**src/rtl/apb_slave_regbank.sv**
```systemverilog
// APB3 completer register bank: NREG word registers with programmable wait
// states (held off via pready) and pslverr for unmapped or misaligned addresses.
module apb_slave_regbank #(
  parameter int              AW     = 8,
  parameter int              DW     = 32,
  parameter int              NREG   = 8,
  parameter logic [DW-1:0]   RST_VL = '0
) (
  input  logic                 clk,
  input  logic                 rst_n,
  input  logic                 psel,
  input  logic                 penable,
  input  logic                 pwrite,
  input  logic [AW-1:0]        paddr,
  input  logic [DW-1:0]        pwdata,
  input  logic [3:0]           wait_cfg,
  output logic [DW-1:0]        prdata,
  output logic                 pready,
  output logic                 pslverr,
  output logic [NREG*DW-1:0]   reg_out
);

  localparam int IW = AW - 2;

  typedef enum logic {
    S_IDLE,
    S_ACCESS
  } state_t;

  state_t          state_q, state_d;
  logic [3:0]      cnt_q, cnt_d;
  logic [AW-1:0]   addr_q, addr_d;
  logic            write_q, write_d;
  logic [DW-1:0]   wdata_q, wdata_d;

  logic [IW-1:0]   idx;
  logic            addr_ok;
  logic            complete;
  logic [DW-1:0]   rd_word;

  // Decode works only on the latched request so mid-access bus changes are ignored.
  assign idx      = addr_q[AW-1:2];
  assign addr_ok  = (addr_q[1:0] == 2'b00) && (32'(idx) < 32'(NREG));

  // pready comes purely from registered state, never from the APB inputs.
  assign pready   = (state_q == S_ACCESS) && (cnt_q == 4'd0);
  assign pslverr  = pready && !addr_ok;
  assign complete = psel && penable && pready;

  // Next-state logic: setup latches the request, access counts down wait states.
  always_comb begin
    state_d = state_q;
    cnt_d   = cnt_q;
    addr_d  = addr_q;
    write_d = write_q;
    wdata_d = wdata_q;
    case (state_q)
      S_IDLE: begin
        if (psel && !penable) begin
          state_d = S_ACCESS;
          addr_d  = paddr;
          write_d = pwrite;
          wdata_d = pwdata;
          cnt_d   = wait_cfg;
        end
      end
      S_ACCESS: begin
        if (!psel) begin
          // Master abandoned the transfer: drop it without side effects.
          state_d = S_IDLE;
          cnt_d   = 4'd0;
        end else if (penable) begin
          if (cnt_q != 4'd0) begin
            cnt_d = cnt_q - 4'd1;
          end else begin
            state_d = S_IDLE;
          end
        end
      end
      default: begin
        state_d = S_IDLE;
        cnt_d   = 4'd0;
      end
    endcase
  end

  // Control and latched-request flops, cleared asynchronously.
  always_ff @(posedge clk or negedge rst_n) begin
    if (!rst_n) begin
      state_q <= S_IDLE;
      cnt_q   <= 4'd0;
      addr_q  <= '0;
      write_q <= 1'b0;
      wdata_q <= '0;
    end else begin
      state_q <= state_d;
      cnt_q   <= cnt_d;
      addr_q  <= addr_d;
      write_q <= write_d;
      wdata_q <= wdata_d;
    end
  end

  genvar gi;
  generate
    for (gi = 0; gi < NREG; gi++) begin : g_reg
      logic [DW-1:0] reg_q, reg_d;
      logic          wr_en;

      assign wr_en = complete && write_q && addr_ok && (idx == IW'(gi));

      // Register only changes on the completing edge of a valid write.
      always_comb begin
        reg_d = reg_q;
        if (wr_en) begin
          reg_d = wdata_q;
        end
      end

      // Storage flop for register gi.
      always_ff @(posedge clk or negedge rst_n) begin
        if (!rst_n) begin
          reg_q <= RST_VL;
        end else begin
          reg_q <= reg_d;
        end
      end

      assign reg_out[gi*DW +: DW] = reg_q;
    end
  endgenerate

  // Read mux over the flattened register image.
  always_comb begin
    rd_word = '0;
    for (int i = 0; i < NREG; i++) begin
      if (idx == IW'(i)) begin
        rd_word = reg_out[i*DW +: DW];
      end
    end
  end

  // Read data is only driven in the completing cycle of a valid read, else zero.
  assign prdata = (pready && !write_q && addr_ok) ? rd_word : '0;

endmodule

```
**config.mk**
```make
export PLATFORM = sky130hd
export DESIGN_NAME = apb_slave_regbank
export DESIGN_NICKNAME = d
export VERILOG_FILES = /design/src/rtl/apb_slave_regbank.sv
export SDC_FILE = /design/constraint.sdc
export NUM_CORES = 1
export LEC_CHECK = 0
export BUFFER_PORTS_ARGS = -buffer_cell sky130_fd_sc_hd__buf_2
export CORE_ASPECT_RATIO = 1.75
export CORE_MARGIN = 3
export CORE_UTILIZATION = 28
export DETAILED_ROUTE_END_ITERATION = 10
export GPL_TIMING_DRIVEN = 0
export PLACE_DENSITY_LB_ADDON = 0.3
export SLEW_MARGIN = 20
export SYNTH_ARGS = -nofsm -noshare
export SYNTH_HDL_FRONTEND = slang
export SYNTH_SLANG_ARGS = --single-unit
```
**constraint.sdc**
```tcl
create_clock -name clk -period 3.11 [get_ports clk]
set_input_delay 0.311 -clock clk [delete_from_list [all_inputs] [get_ports clk]]
set_output_delay 0.311 -clock clk [all_outputs]
set_load 0.1 [all_outputs]
```
# [After elaboration in Yosys (flattened, before gate mapping)]
# Cells that the tools add are included.
[totals] regBits=302 latch_bits=0 mem_bits_rw=0 romBits=0 wordCells=72 n_memories=0
[classes] addsub=1 n_mul=0 n_div=0 order_cmp=1 eq_ne=10 shifts=0 mux=19 bitwise_logic=1 reduce_logical=27
[ops] op="$mux 32" n=9
[ops] op="$eq 6x3->1 const B" n=4
[ops] op="$logic_and 1x1->1" n=18
[ops] op="$mux 4" n=4
[ops] op="$eq 6x2->1 const B" n=2
[ops] op="$pmux 4 s2" n=1
[ops] op="$eq 6x1->1 const B" n=1
[ops] op="$logic_not 6->1" n=1
[ops] op="$lt 6x4->1 const B" n=1
[ops] op="$logic_not 4->1" n=1
[ops] op="$mux 1" n=4
[ops] op="$reduce_bool 4->1" n=1
[ops] op="$sub 4x1->4 const B" n=1
[ops] op="$logic_not 1->1" n=3
[ops] op="$ne 3x2->1 const B" n=1
[ops] op="$ne 3x3->1 const B" n=1
[ops] op="$reduce_and 3->1" n=1
[ops] op="$logic_not 2->1" n=1
[ops] op="$ne 2x2->1 const B" n=1
[ops] op="$pmux 1 s2" n=1
[ops] op="$reduce_and 2->1" n=1
[ops] op="$not 1->1" n=1

# [Depth between registers and ports, before layout]
# Gate-level depths: netlist of the first run.
[depth] word_depth=10 depth_mapped=7 ltp_nobuf=6

# [Worst setup path before layout of the first run]
# No wires, ideal clock.
[synth_path] path_kind="register to output" start="register addr_q[5]" end="output port prdata[14]" arrival_time_ps=3231 setup_slack_ps=-432 path_stages_with_launch=7 path_cell_list="dfrtp_1 or3_1 clkbuf_1 nor4_1 clkbuf_1 o21ai_0 a21oi_1"
[synth_via] elab_chain_len=10 elab_cells_between_ends=20 classes_between="1 x order compare; 7 x eq/ne; 9 x mux; 3 x reduce/logical"
[synth_lines] item="from (decl)" line_no="32" source="logic [AW-1:0] addr_q, addr_d;"
[synth_lines] item="from (signal assigned)" line_no="98" source="addr_q <= addr_d;"
[synth_lines] item="$logic_not 6->1" line_no="137" source="if (idx == IW'(i)) begin"
[synth_lines] item="$mux 32 (8 in series)" line_no="137"
[synth_lines] item="$mux 32 (*)" line_no="144" source="assign prdata = (pready && !write_q && addr_ok) ? rd_word : '0;"
[synth_lines] item="to (decl)" line_no="17" source="output logic [DW-1:0] prdata,"
# Mark *: on every way between the ends. The rest lies on a longest branch, timed or not.

# [Worst setup path in the final report of the first run]
[layout_path] start="register addr_q[7]" end="output port prdata[15]"
# The elaborated chain is that of the path after synthesis.

==> run metrics, run 1 <==
antenna violations before repair=1; FF-to-FF Start=addr_q[5]; r2r setup slk=0.20 ns; leak pwr=0.00943 µW; uppermost layer routed=met4; drt pass-1 iters=8; core area=0.0479 mm²; largest net degree at the start of global routing=93; VDD IR max=0.431 mV; # setup viols final=1; Root Driver=clkbuf_16; DRC=0; GPL Wtd Cong=0.808; first-pass GRT wire length=82.4 mm; most common cell after layout, fill and taps aside=buf_2; Final min period=3.15 ns; CTS H-tree lvls=1; Final Max Slew Viols=0; multiplexer share of the synthesized area=28.9%; Die ar.=0.0513 mm²; initial core utilization=28.3%; commonest non-fill, non-tap cells in the layout=316 x buf_2, 299 x dfrtp_1, 270 x mux2_2, 44 x dlygate4sd3_1, 41 x o21ai_0; crit share post-route=101%; total global routing overflow=0; CTS clk-pin slew, worst paths=0.07 ns; ys flop type=dfrtp_1; Slew @ Worst Pin=1.06 ns; XOR/XNOR Fraction of Synth Area=0%; Post-synth EDFFs=0; crit start category=flop; Port-buffer cells=338; layout cells sized above 1=55.3%; Achievable Freq=317 MHz; clk_skew=0.00864 ns; status=complete, but fails checks; met3 WL post-DR=3.21 mm; Final #Nets=1528; worst min path class=in2reg; Die Width=172 µm; WP data arrival=2.84 ns; worst-case hold slack=0.0556 ns; syn avg cell area=13.0 µm²; distinct cell type count after synthesis=43; post-route setup slack=-0.0430 ns; Sink Count=302; Power Density=524 mW/mm²; routed len/inst=27.0 µm; Post-synth ARST share=100%; DR vias=10800; Placed Instances=2036; clock tree buffer depth=3; Detail Route Antenna Nets=0; CTS buffer count=31; path type of the worst setup path=reg2out; failing checks=setup timing; unrepaired setup endpoints after global routing=yes; Seq pwr share=44.1%; Cell Count, Final, Fillers Out=2150; CP max FO=10; DRT iter0 DRCs=534; post-synthesis compound-gate area fraction=7.58%; Mapped Cells=1046; HPWL after DPL=40.6 mm; row count=106; final wirelength=57.9 mm; Crit path required time=2.80 ns; Psw=2890 µW; number of global-route vias before repair=11600; sw frac=29.4%; adder-cell share of the synthesized area=0.0922%; Comb pwr share=14.6%; relative slew slack=29.0%; TritonCTS clock tree=built; final hold vios=0; clk_lat worst skew=0.58 ns; post-route core utilization=39.2%; Yosys warnings=0; clock share of power=41.3%; simple-gate share of the synthesized area=5.27%; WL met1=22.1 mm; Synth Register Bits=302; mean number of vias per cell=5.04; internal power=6940 µW; Reg2Reg Capture Point=g_reg[1].reg_q[9]; Die H=297 µm; CP Capture Type=output pin; metal2 WL=30.1 mm; Fill cells=4655; number of max-cap violations=0; largest family of logic cells by synthesized area=multiplexers; Overall Global Routing Usage=22.0%; sequential-to-total area share from yosys stat=55.7%; CP endpoint=prdata[15]; layout overhead on the synthesized area=38.4%; Synth Net Count=1096; Reg2Reg Depth=5; # IOs=339; antenna fix cells=0; Mapped Area=0.0136 mm²; crit path from=addr_q[7]
==> timing repair <==
action | 4_1_cts | 5_1_grt
endpoints found under the hold margin | 100 | 0
setup buffers | 10 | 5
endpoints found under the setup margin | 92 | 69
hold buffers | 44 | 0
pin swaps | 7 | 7
gates resized for setup | 195 | 57
gates cloned | 2 | 2
==> layout make-up <==
class	instances	area, µm²	share of cell area [%]
clock inverters	13	178	0.946
repair buffers	403	2670	14.2
well taps	648	811	4.32
plain buffers	65	487	2.59
flip-flops and latches	302	7560	40.2
inverters	4	15.0	0.0799
clock buffers	44	925	4.92
multi-input cells	671	6140	32.7
==> flip-flops by register name (all words and copies together), names as in the netlist <==
signal and cells:
write_q 1, wdata_q 32, cnt_q 4, g.reg_q 256
state_q 1, addr_q 8
==> power by group through the flow <==
stage / Sequential [µW] / Clock (µW) / Combinational (µW)
2_1_floorplan: 4330 / 0 / 606
3_5_place_dp: 4390 / 0 / 1230
4_1_cts: 4330 / 4170 / 1410
3_3_place_gp: 4380 / 0 / 1200
5_1_grt: 4360 / 4320 / 1520
6_report: 4340 / 4070 / 1430
==> synthesized netlist by cell type (6+ instances only) <==
master    instances  area (µm²)
clkbuf_1         44         165
nor3_1           49         245
mux4_2            6         135
buf_1             9        33.8
nand2_1          26        97.6
a21oi_1          61         305
nor2_1           36         135
o22ai_1          28         175
a21o_1           22         165
buf_2            12        60.1
dfrtp_1         302        7560
o21ai_0          46         230
mux2_2          270        3040
a22oi_1           8        60.1
mux2i_1          38         380
mux2_1           33         372
==> critical path: stages (launching register included) <==
cell	delay, ns
dfrtp_1	0.40
buf_4	0.16
or4_4	0.57
clkbuf_8	0.23
nor3_1	0.35
o22ai_4	0.12
a21oi_2	0.19
buf_8	0.21
==> per-layer routing <==
metal  GRT usage [%]  up-vias
li1                -     4676
met5               0        -
met4            9.00        0
met1            25.6     5661
met2            39.3      389
met3            3.96      115
==> worst min path at each step <==
stage	end	cells after the start	startpoint	slack [ns]
floorplan	addr_q[0]	0	rst_n	0.02
detailed placement	g_reg[1].reg_q[4]	1	rst_n	0.30
global placement	g_reg[5].reg_q[28]	1	g_reg[5].reg_q[28]	0.49
CTS	cnt_q[1]	3	wait_cfg[1]	0.006
global route	cnt_q[0]	3	wait_cfg[0]	0.06
finish	cnt_q[0]	3	wait_cfg[0]	0.06
==> cell families after synthesis <==
kind of cell,Yosys count
multiplexers,347
flip-flops,302
AO/OA/AOI/OAI,177
AND/OR/NAND/NOR,144
buffers and inverters,75
adder cells (fa/ha/maj),1
==> per-stage QoR <==
stage                     power, µW  setup TNS, ns  setup slack (ns)  instance area, µm²
after floorplan                4930          -1.88            -0.276               13700
after global placement         5580       -1279.29             -4.16               16200
after detailed placement       5620         -24.26            -0.775               16300
after CTS                      9900        -0.0832           -0.0556               18600
after global routing          10200         -0.584           -0.0923               18800
final                          9840        -0.0430           -0.0430               18800
(Power assumes the default switching activity.)
==> inputs of run 2 (changes only) <==
Settings changed: BUFFER_PORTS_ARGS -buffer_cell sky130_fd_sc_hd__buf_2 to unset, DONT_BUFFER_PORTS set to 1.
==> run 2 against run 1 <==
The flow finishes with violations (hold timing, setup timing). Count of clock-buffer cells in the layout grew 1. Global-route usage shrank 0.29 points. First-iteration DRC count shrank 25%. Sequential power grew 1%. Hold slack lost 0.57 ns. Maximum frequency shrank 2.7%. Routed wire length shrank 1.5%. Critical path type unchanged. Highest routed layer unchanged.
==> run metrics, run 2 (synthesized netlist as in run 1, its figures left out) <==
status=complete, but fails checks; failing checks=hold timing, setup timing; DR vias=9656 (-11%); Cell Count, Final, Fillers Out=1827 (-15%); Die Width=172 µm (unchanged); Root Driver=clkbuf_16; worst-case hold slack=-0.515 ns (-0.571 ns); Sink Count=302 (unchanged); CTS H-tree lvls=2 (+1); Detail Route Antenna Nets=0 (unchanged); antenna fix cells=0 (unchanged); GPL Wtd Cong=0.814 (+0.74%); row count=106 (unchanged); total global routing overflow=0 (unchanged); Placed Instances=1694 (-17%); HPWL after DPL=39.1 mm (-3.7%); TNS Setup=-0.501 ns (-0.458 ns); fin area=0.0179 mm² (-4.7%); Placement Cell Area=0.0147 mm² (-9.8%); largest net degree at the start of global routing=303 (+230%); Achievable Freq=309 MHz (-2.7%); Final Max Slew Viols=0 (unchanged); WP data arrival=2.93 ns (+0.09 ns); VDD IR max=0.384 mV (-11%); Crit path required time=2.80 ns (about the same); routed len/inst=31.3 µm (+16%); Power Density=565 mW/mm² (+7.9%); relative slew slack=25.5% (-3.5 points); Place WS=-1.10 ns (-0.324 ns); Port-buffer cells=0 (-100%); TritonCTS clock tree=built; final wirelength=57.1 mm (-1.5%); crit start category=flop; DRT iter0 DRCs=401 (-25%); initial core utilization=28.3% (unchanged); CTS clk-pin slew, worst paths=0.07 ns (about the same); # IOs=339 (unchanged); Worst path max stage delay=0.68 ns (+0.11 ns); Final min period=3.24 ns (+0.0875 ns); final hold vios=302 (+302); FF-to-FF Start=addr_q[5]; leak pwr=0.00784 µW (-17%); Overall Global Routing Usage=21.7% (-0.29 points); path type of the worst setup path=reg2out; CTS buffer count=34 (+9.7%); Slew @ Worst Pin=1.12 ns (+0.0529 ns); CP max stage cell=or4_4; Post-CTS Hold Fix Bufs=43 (-2.3%); crit share post-route=104% (+2.8 points); Largest regs=g.reg_q x256, wdata_q x32, addr_q x8; Tot Pwr=10100 µW (+2.8%); Die H=297 µm (unchanged); core area=0.0479 mm² (unchanged); drt pass-1 iters=4 (-4); Largest register FFs=256 (unchanged); CP max FO=7 (-3); mean number of vias per cell=5.29 (+4.8%); layout cells sized above 1=50.5% (-4.8 points); Largest Register=g.reg_q; clk_lat worst skew=0.53 ns (-0.05 ns); # setup viols final=12 (+11); post-route setup slack=-0.131 ns (-0.0875 ns); layout overhead on the synthesized area=31.9%; cells along the critical path=or4_4 > clkbuf_16 > buf_12 > nor3_4 > o22ai_2 > a21oi_4; Final #Nets=1204 (-21%); clock tree buffer depth=3 (unchanged); unrepaired setup endpoints after global routing=yes; antenna violations before repair=1 (unchanged); number of max-cap violations=0 (unchanged); first-pass GRT wire length=79.2 mm (-3.8%); clk_skew=0.0234 ns (+0.0148 ns); crit path from=addr_q[5]; Die ar.=0.0513 mm² (unchanged); worst min path class=in2async; commonest non-fill, non-tap cells in the layout=270 x mux2_2, 270 x dfrtp_1, 44 x clkbuf_16, 43 x dlygate4sd3_1, 38 x mux2i_1; number of global-route vias before repair=10400 (-10%); CP Capture Type=output pin; DRC=0 (unchanged)
run 2: cell count changes in the layout (fill, tap and decap cells not counted), moves of 12 or more:
cell and change:
o21ai_2 +12, o21ai_0 -15, nor3_4 +20, dfrtp_1 -29, buf_2 -307, clkbuf_16 +12, a21oi_4 +32, a21oi_2 -24
nor3_1 -19, dfrtp_2 +29
run 2: critical path, delay by kind of cell, from the launching register on:
| family | cells | cell delay, ns |
|---|---|---|
| simple gates | 2 | 0.80 |
| compound gates | 2 | 0.79 |
| buf+inv | 2 | 0.36 |
| flops | 1 | 0.42 |
run 2: area by class of cell:
class | instances | area (µm²)
sequential | 302 | 7600
clock buffer | 45 | 973
tap | 648 | 811
clock inverter | 16 | 198
inverter | 4 | 15.0
timing repair buffer | 76 | 846
buffer | 67 | 607
fill | 4594 | 30000
multi-input combinational | 669 | 6850
run 2: worst paths after layout:
check | cells past startpoint | slack, ns | endpoint
setup / recovery | 6 | -0.13 | prdata[17]
hold / removal | 0 | -0.52 | g_reg[1].reg_q[5]
setup reg to reg | 5 | 0.03 | g_reg[3].reg_q[1]
hold reg to reg | 1 | 0.58 | addr_q[1]
max in group asynchronous | 0 | 3.15 | g_reg[3].reg_q[15]
min in group clk | 2 | 0.01 | cnt_q[1]
run 2: metal layers:
metal	GRT usage [%]	wire, µm	vias up	share of wire [%]
li1	-	-	4051	-
met1	23.2	19900	5093	35
met2	38.7	30100	400	53
met3	6.86	4620	112	8.1
met4	9.55	2470	0	4.3
met5	0	0	-	0
run 2: what timing repair did:
action	CTS	global route
gates resized for setup	254	78
gates cloned	4	1
hold endpoints to repair	344	302
pin swaps	49	42
endpoints found under the setup margin	112	52
setup buffers	23	5
run 2: stage by stage:
step	util [%]	hold slack [ns]
global route	37.4	-0.552
global placement	30.2	0.0251
detailed placement	30.7	0.0240
CTS	36.7	-0.553
finish	37.4	-0.515
floorplan	-	0.0154
run 2: report_power, final:
part	internal, µW	switching (µW)
clock	2550	1730
sequential	4050	335
combinational	557	889
